==> config.mk <==
export PLATFORM = sky130hd
export DESIGN_NAME = seq_run_fsm
export DESIGN_NICKNAME = d
export VERILOG_FILES = /design/src/rtl/seq_run_fsm.sv
export SDC_FILE = /design/constraint.sdc
export NUM_CORES = 1
export LEC_CHECK = 0
export BUFFER_PORTS_ARGS = -buffer_cell sky130_fd_sc_hd__buf_2
export CORE_AREA = 4 4 41 43
export CTS_CLUSTER_DIAMETER = 60
export DETAILED_ROUTE_END_ITERATION = 10
export DIE_AREA = 0 0 45 47
export GPL_TIMING_DRIVEN = 0
export PLACE_DENSITY_LB_ADDON = 0.25
export SETUP_SLACK_MARGIN = 0.2
export SLEW_MARGIN = 5
export SYNTH_ARGS = -nofsm -noshare
export SYNTH_HDL_FRONTEND = slang
export SYNTH_SLANG_ARGS = --single-unit
export TNS_END_PERCENT = 50
==> constraint.sdc <==
create_clock -name clk -period 1.9 [get_ports clk]
set_clock_uncertainty 0.1 [all_clocks]
set_input_delay 0.57 -clock clk [delete_from_list [all_inputs] [get_ports clk]]
set_output_delay 0.57 -clock clk [all_outputs]
set_load 0.03 [all_outputs]
==> src/rtl/seq_run_fsm.sv <==
// seq_run_fsm: one-hot run detector walking IDLE -> stage 1 .. STAGES (FINAL) on runs of `a`.
// Define SEQ_RUN_FSM_STICKY_EN to make FINAL sticky (left only by clear, reset or recovery).
module seq_run_fsm #(
  parameter int STAGES = 2,
  parameter int DWELL  = 1,
  parameter int GAP    = 0
) (
  input  logic                        clk,
  input  logic                        rst_n,
  input  logic                        a,
  input  logic                        clear,
  output logic [STAGES:0]             state_oh,
  output logic [$clog2(STAGES+1)-1:0] stage_idx,
  output logic                        final_o,
  output logic                        final_pulse,
  output logic                        err
);

  localparam int IDX_W = $clog2(STAGES + 1);
  localparam int DW_W  = $clog2(DWELL + 1);
  localparam int GW_W  = (GAP > 0) ? $clog2(GAP + 1) : 1;

  localparam logic [STAGES:0] IDLE_OH    = (STAGES + 1)'(1);
  localparam logic [DW_W-1:0] DWELL_LAST = DW_W'(DWELL - 1);
  localparam logic [GW_W-1:0] GAP_LAST   = GW_W'(GAP);

`ifdef SEQ_RUN_FSM_STICKY_EN
  localparam bit STICKY = 1'b1;
`else
  localparam bit STICKY = 1'b0;
`endif

  logic [STAGES:0] state_q, state_d;
  logic [DW_W-1:0] dwell_cnt, dwell_d;
  logic [GW_W-1:0] gap_cnt, gap_d;
  logic            pulse_q, pulse_d;
  logic            err_q, err_d;
  logic            legal, in_idle, in_final;

  assign legal    = $onehot(state_q);
  assign in_idle  = state_q[0];
  assign in_final = state_q[STAGES];

  // NOTE: every always_comb output gets a default first so no path leaves it unassigned (no latches).
  always_comb begin
    state_d = state_q;
    dwell_d = dwell_cnt;
    gap_d   = gap_cnt;
    err_d   = 1'b0;

    if (clear) begin
      state_d = IDLE_OH;
      dwell_d = '0;
      gap_d   = '0;
    end else if (!legal) begin
      state_d = IDLE_OH;
      dwell_d = '0;
      gap_d   = '0;
      err_d   = 1'b1;
    end else if (a) begin
      gap_d = '0;
      if (in_final) begin
        dwell_d = '0;
      end else if (dwell_cnt == DWELL_LAST) begin
        state_d = state_q << 1;
        dwell_d = '0;
      end else begin
        dwell_d = dwell_cnt + 1'b1;
      end
    end else begin
      // A low sample breaks the run, so the stage must be re-earned from scratch.
      dwell_d = '0;
      if (in_idle) begin
        gap_d = '0;
      end else if (STICKY && in_final) begin
        gap_d = gap_cnt;
      end else if (gap_cnt == GAP_LAST) begin
        state_d = IDLE_OH;
        gap_d   = '0;
      end else begin
        gap_d = gap_cnt + 1'b1;
      end
    end

    pulse_d = state_d[STAGES] & ~state_q[STAGES];
  end

  // NOTE: sequential state uses non-blocking assignments so every register samples pre-edge values.
  // NOTE: all state, counters included, is reset so the machine never starts in an illegal encoding.
  always_ff @(posedge clk or negedge rst_n) begin
    if (!rst_n) begin
      state_q   <= IDLE_OH;
      dwell_cnt <= '0;
      gap_cnt   <= '0;
      pulse_q   <= 1'b0;
      err_q     <= 1'b0;
    end else begin
      state_q   <= state_d;
      dwell_cnt <= dwell_d;
      gap_cnt   <= gap_d;
      pulse_q   <= pulse_d;
      err_q     <= err_d;
    end
  end

  always_comb begin
    stage_idx = '0;
    for (int k = 0; k <= STAGES; k++) begin
      if (state_q[k]) stage_idx = IDX_W'(k);
    end
  end

  assign state_oh    = state_q;
  assign final_o     = in_final;
  assign final_pulse = pulse_q;
  assign err         = err_q;

endmodule

==> summary.txt, run 1 <==
Status = finished clean
#FFs+latches synth = 5
Highest ir drop seen on vdd = 0.000556 V
Layout cell share with drive strength beyond 1 = 52.3%
Netlist cell types = 18
Pin slew with the least headroom to its limit = 0.298 ns
Via count of the routed design = 262
H-tree depth = 1
Grt ovf = 0
Worst setup path category = reg2reg
Arrival time worst endpoint = 1.89 ns
Die area = 0.00212 sq mm
Post-synth ARST share = 100%
Num Clock Sinks = 5
Top-Level Pins = 12
Vias/cell = 4.44
Detail Placement HPWL = 516 um
Placed insts = 53
N_diodes = 0
CP Cell Sequence = inv_2 > fa_1 > or3b_4 > a311oi_2
Final-stage net count = 52
Main area contributors after synthesis = dfrtp_1 33%, dfstp_2 8.7%, ha_1 8.3%
RSZ-0062 raised after global routing = yes
Cell Rows = 13
Final number of setup-violating endpoints = 0
Slew margin rel. = 79.9%
RD Place Congestion = 0.804
Initial DRT Pass Iterations = 1
Crit Path Max Fanout = 3
Final hold violation count = 0
Fin util = 33.8%
Final ANT Viol Nets = 0
Die Wd = 45 um
Req. time, crit path = 1.94 ns
CTS root buffer = clkbuf_4
Max-cap viol count = 0
Residual DRC = 0
Mapped Area = 302 sq um
Port bufs = 10
Final min period = 1.85 ns
Initial DRC Count = 0
Routed wire per std cell = 11.1 um
CTS tree = done
Top cells by count, synth = 4 x dfrtp_1, 4 x inv_1
Area grow syn2layout = 45.6%
Sequential area share after synthesis = 41.9%
Delay-heaviest family, CP = flip-flops
Synth Instances = 28
Deepest clock path buffer count = 2
DIE HEIGHT = 47 um
Critical Path Sink Type = flip-flop
Initial antenna violation count = 0
Yosys warnings = 0
Power per cell area = 1830 mW/mm^2
Vias in the first global route = 285
Hold_ws = 0.0285 ns
First-pass GRT wire length = 1.25 mm
Largest net degree at the start of global routing = 10
Leak = 0.000214 uW
Clk slew on worst S/H paths = 0.04 ns
Hold Path Class = in2async
Dominant cell type by area after synthesis = dfrtp_1
Mean post-synth cell area = 10.8 sq um
WL final = 654 um
Initial Utilization = 23.2%
CTS buffer count = 3
Tcrit/Tclk final = 97.5%
Net count after synthesis = 35
Core box area = 0.00130 sq mm
Post-synth top area share = 33.2%
Max Freq = 540 MHz
Total track usage = 8.52%
Worst path slowest cell = dfstp_2
Crit path launch type = flip-flop
Slowest cell delay on critical path = 0.53 ns
Max Slew Vio Count = 0
Worst path bufs/invs = 1
Final Non-Filler Cells = 59
Synth Flop Type = dfrtp_1
Setup Total Neg Slack = 0 ns
Number of flops mapped to enable cells by yosys = 0
Clk Latency, worst-skew pair = 0.24 ns
[state kept, by name, summed over array words and instances, names as in the netlist]
name / count
err: 1
state_oh: 3
final_pulse: 1
[power breakdown]
group	switching (uW)	leakage, uW	total (uW)	internal (uW)
clock network	42.9	0.0000150	122	79.4
registers	35.4	0.0000630	184	148
logic	274	0.000136	498	224
[per-layer routing]
metal	vias to the layer above	GRT usage, %	wire, um
li1	129	-	-
met1	126	9.07	281
met2	7	13.3	332
met3	0	3.45	39
met4	0	7.02	0
met5	-	0	0
[kinds of logic after synthesis]
group                    Yosys count  share of synthesized area (%)
multiplexers                       2                           6.64
adder cells (fa/ha/maj)            3                           14.9
flip-flops                         5                           41.9
AO/OA/AOI/OAI                      4                           9.54
AND/OR/NAND/NOR                    7                           15.8
buffers and inverters              7                           11.2
[placed cells by master, fill, tap and decap left out, drive strengths merged]
master    n
o311ai    1
a311oi    1
nor3b     1
mux2i     2
clkbuf    6
nand3b    1
ha        2
dfrtp     4
a21oi     1
nand4bb   1
inv       4
dfstp     1
o22ai     1
or3b      1
nor2      2
buf      13
fa        1
nor3      1
[cell type report]
type	instances	area, sq um
well taps	15	18.8
flip-flops and latches	5	128
clock buffers	4	26.3
repair buffers	12	82.6
inverters	4	15.0
multi-input cells	16	150
plain buffers	3	18.8
fillers	147	862
[through the flow]
stage / setup slack [ns] / total power (uW) / cell area (sq um)
floorplan: -0.0689 / 488 / 303
global placement: -0.0724 / 584 / 372
detailed placement: -0.0787 / 594 / 372
CTS: 0.0462 / 787 / 422
global route: -0.0240 / 875 / 439
finish: 0.0484 / 804 / 439
[worst paths after layout]
check                             from          end  slack [ns]  cells past startpoint
setup / recovery           state_oh[0]  state_oh[2]        0.05                      4
hold / removal                   rst_n  final_pulse        0.03                      1
setup reg to reg           state_oh[0]  state_oh[2]        0.05                      4
hold reg to reg            state_oh[2]  final_pulse        0.46                      1
max in group asynchronous        rst_n  state_oh[0]        1.46                      1
min in group clk                 clear          err        0.44                      2
[timing repair]
action                                  CTS  global route
pin swaps                                 1             0
hold buffers                              0             0
resized for setup                         3             7
endpoints found under the setup margin    6             8
buffers inserted                          2             0
Note: power is estimated with default switching activity, not from simulation.
==> run 2, diff against run 1 <==
--- a/config.mk
+++ b/config.mk
@@ -7,6 +7,7 @@
 export LEC_CHECK = 0
 export BUFFER_PORTS_ARGS = -buffer_cell sky130_fd_sc_hd__buf_2
 export CORE_AREA = 4 4 41 43
+export CTS_BUF_LIST = sky130_fd_sc_hd__clkbuf_8
 export CTS_CLUSTER_DIAMETER = 60
 export DETAILED_ROUTE_END_ITERATION = 10
 export DIE_AREA = 0 0 45 47
==> summary.txt, run 2 (synthesis gave the netlist of run 1 again) <==
Area grow syn2layout = 49.8%
DIE HEIGHT = 47 um (unchanged)
Initial Utilization = 23.2% (unchanged)
Hold Path Class = in2async
Slew margin rel. = 79.9% (about the same)
Die area = 0.00212 sq mm (unchanged)
Worst setup path category = reg2reg
Initial DRT Pass Iterations = 1 (unchanged)
Placed cell areas = 372 sq um (unchanged)
Final number of setup-violating endpoints = 0 (unchanged)
Deepest clock path buffer count = 2 (unchanged)
Most common cell after layout, fill and taps aside = buf_2
Num Clock Sinks = 5 (unchanged)
First-pass GRT wire length = 1.25 mm (unchanged)
CTS tree = done
Commonest non-fill, non-tap cells in the layout = 7 x buf_2, 5 x buf_4, 3 x inv_1, 3 x clkbuf_8, 3 x dfrtp_1
Final min period = 1.84 ns (-0.0110 ns)
Fillers = 141 (-4.1%)
Via count of the routed design = 262 (unchanged)
Leak = 0.000225 uW (+5.2%)
Status = finished clean
RD Place Congestion = 0.804 (unchanged)
Largest net degree at the start of global routing = 10 (unchanged)
Setup Total Neg Slack = 0 ns (unchanged)
Core box area = 0.00130 sq mm (unchanged)
Routed wire per std cell = 11.3 um (+2.0%)
Grt ovf = 0 (unchanged)
Area occupied by multi-input gates = 150 sq um (unchanged)
Final ANT Viol Nets = 0 (unchanged)
Initial DRC Count = 0 (unchanged)
Fin util = 34.7% (+0.96 points)
Top-Level Pins = 12 (unchanged)
Slowest cell delay on critical path = 0.53 ns (about the same)
Crit path launch type = flip-flop
Initial antenna violation count = 0 (unchanged)
CTS root buffer = clkbuf_8
WL final = 667 um (+2.0%)
Max-cap viol count = 0 (unchanged)
Residual DRC = 0 (unchanged)
Cell Rows = 13 (unchanged)
H-tree depth = 1 (unchanged)
Tcrit/Tclk final = 96.9% (-0.58 points)
Clk Latency, worst-skew pair = 0.22 ns (-0.02 ns)
Max Freq = 543 MHz (+0.60%)
Final-stage net count = 52 (unchanged)
Layout cell share with drive strength beyond 1 = 52.3% (unchanged)
Overall power = 861 uW (+7.1%)
Req. time, crit path = 1.92 ns (-0.02 ns)
Sequential cell area = 128 sq um (unchanged)
CP Cell Sequence = inv_2 > fa_1 > or3b_4 > a311oi_2
Crit Path Max Fanout = 3 (unchanged)
Detail Placement HPWL = 516 um (unchanged)
Total track usage = 8.52% (unchanged)
Largest register FFs = 3 (unchanged)
Critical Path Sink Type = flip-flop
RSZ-0062 raised after global routing = yes
CTS buffer count = 3 (unchanged)
Worst path slowest cell = dfstp_2
Vias/cell = 4.44 (unchanged)
Power per cell area = 1910 mW/mm^2 (+4.1%)
Arrival time worst endpoint = 1.86 ns (-0.03 ns)
Clk slew on worst S/H paths = 0.04 ns (about the same)
Max Slew Vio Count = 0 (unchanged)
Die Wd = 45 um (unchanged)
Vias in the first global route = 285 (unchanged)
Port bufs = 10 (unchanged)
Final instance area = 452 sq um (+2.8%)
N_diodes = 0 (unchanged)
Final hold violation count = 0 (unchanged)
Pin slew with the least headroom to its limit = 0.298 ns (+0.00000107 ns)
Highest ir drop seen on vdd = 0.000580 V (+4.2%)
-- run 2: changes by cell type in the layout (fill, tap and decap cells not counted) --
cell	change
clkbuf_4	-3
clkbuf_8	+3
buf_2	+1
buf_6	-1
clkbuf_1	-1
inv_1	+1
-- run 2: final cells by class --
cell class                 instances  area share (%)
multi-input combinational         16            33.2
sequential                         5            28.3
timing repair buffer              12            16.9
clock buffer                       3            9.14
buffer                             3            4.16
tap                               15            4.16
inverter                           4            3.32
clock inverter                     1           0.831
-- run 2: critical path, delay by kind of cell, from the launching register on --
kind / cells / cell delay (ns)
and+or+nand+nor: 1 / 0.40
adders and majority gates: 1 / 0.48
AOI/OAI and AO/OA: 1 / 0.18
buffers and inverters: 1 / 0.05
DFF: 1 / 0.53
-- run 2: power breakdown --
| part | leakage (uW) | internal, uW | switching, uW | total [uW] |
|---|---|---|---|---|
| logic | 0.000135 | 216 | 273 | 489 |
| clock network | 0.0000269 | 138 | 50.0 | 188 |
| registers | 0.0000630 | 149 | 35.1 | 184 |
| total | 0.000225 | 503 | 358 | 861 |
-- run 2: path summary, 6_finish.rpt --
check / from / to / slack [ns] / cells past startpoint
worst max register to register: state_oh[0] / state_oh[2] / 0.06 / 4
worst min register to register: state_oh[2] / final_pulse / 0.46 / 1
worst max-delay path: state_oh[0] / state_oh[2] / 0.06 / 4
worst min-delay path: rst_n / final_pulse / 0.05 / 1
max in group asynchronous: rst_n / state_oh[0] / 1.43 / 1
min in group clk: clear / err / 0.46 / 2
-- run 2: what timing repair did --
item / in CTS / in global routing
resized for setup: 3 / 5
hold buffers: 0 / 0
endpoints found under the setup margin: 5 / 7
pin swaps: 1 / 0
setup buffers: 2 / 0
gates cloned: 0 / 0
-- run 2: routing by layer --
layer  global-route usage (%)  up-vias  wire length (um)  share of wire [%]
met5                        0        -                 0                  0
met4                     7.02        0                 0                  0
met3                     3.45        0                47                7.0
met2                     13.3        9               338                 51
met1                     9.07      124               281                 42
li1                         -      129                 -                  -
-- run 2: per-stage QoR --
step | hold slack [ns] | worst slack, ns | cells
after global routing | 0.0527 | -0.0275 | 59
after CTS | 0.0507 | 0.0457 | 59
after global placement | 0.286 | -0.0724 | 53
after detailed placement | 0.286 | -0.0787 | 53
final | 0.0543 | 0.0593 | 59
after floorplan | 0.174 | -0.0689 | 28
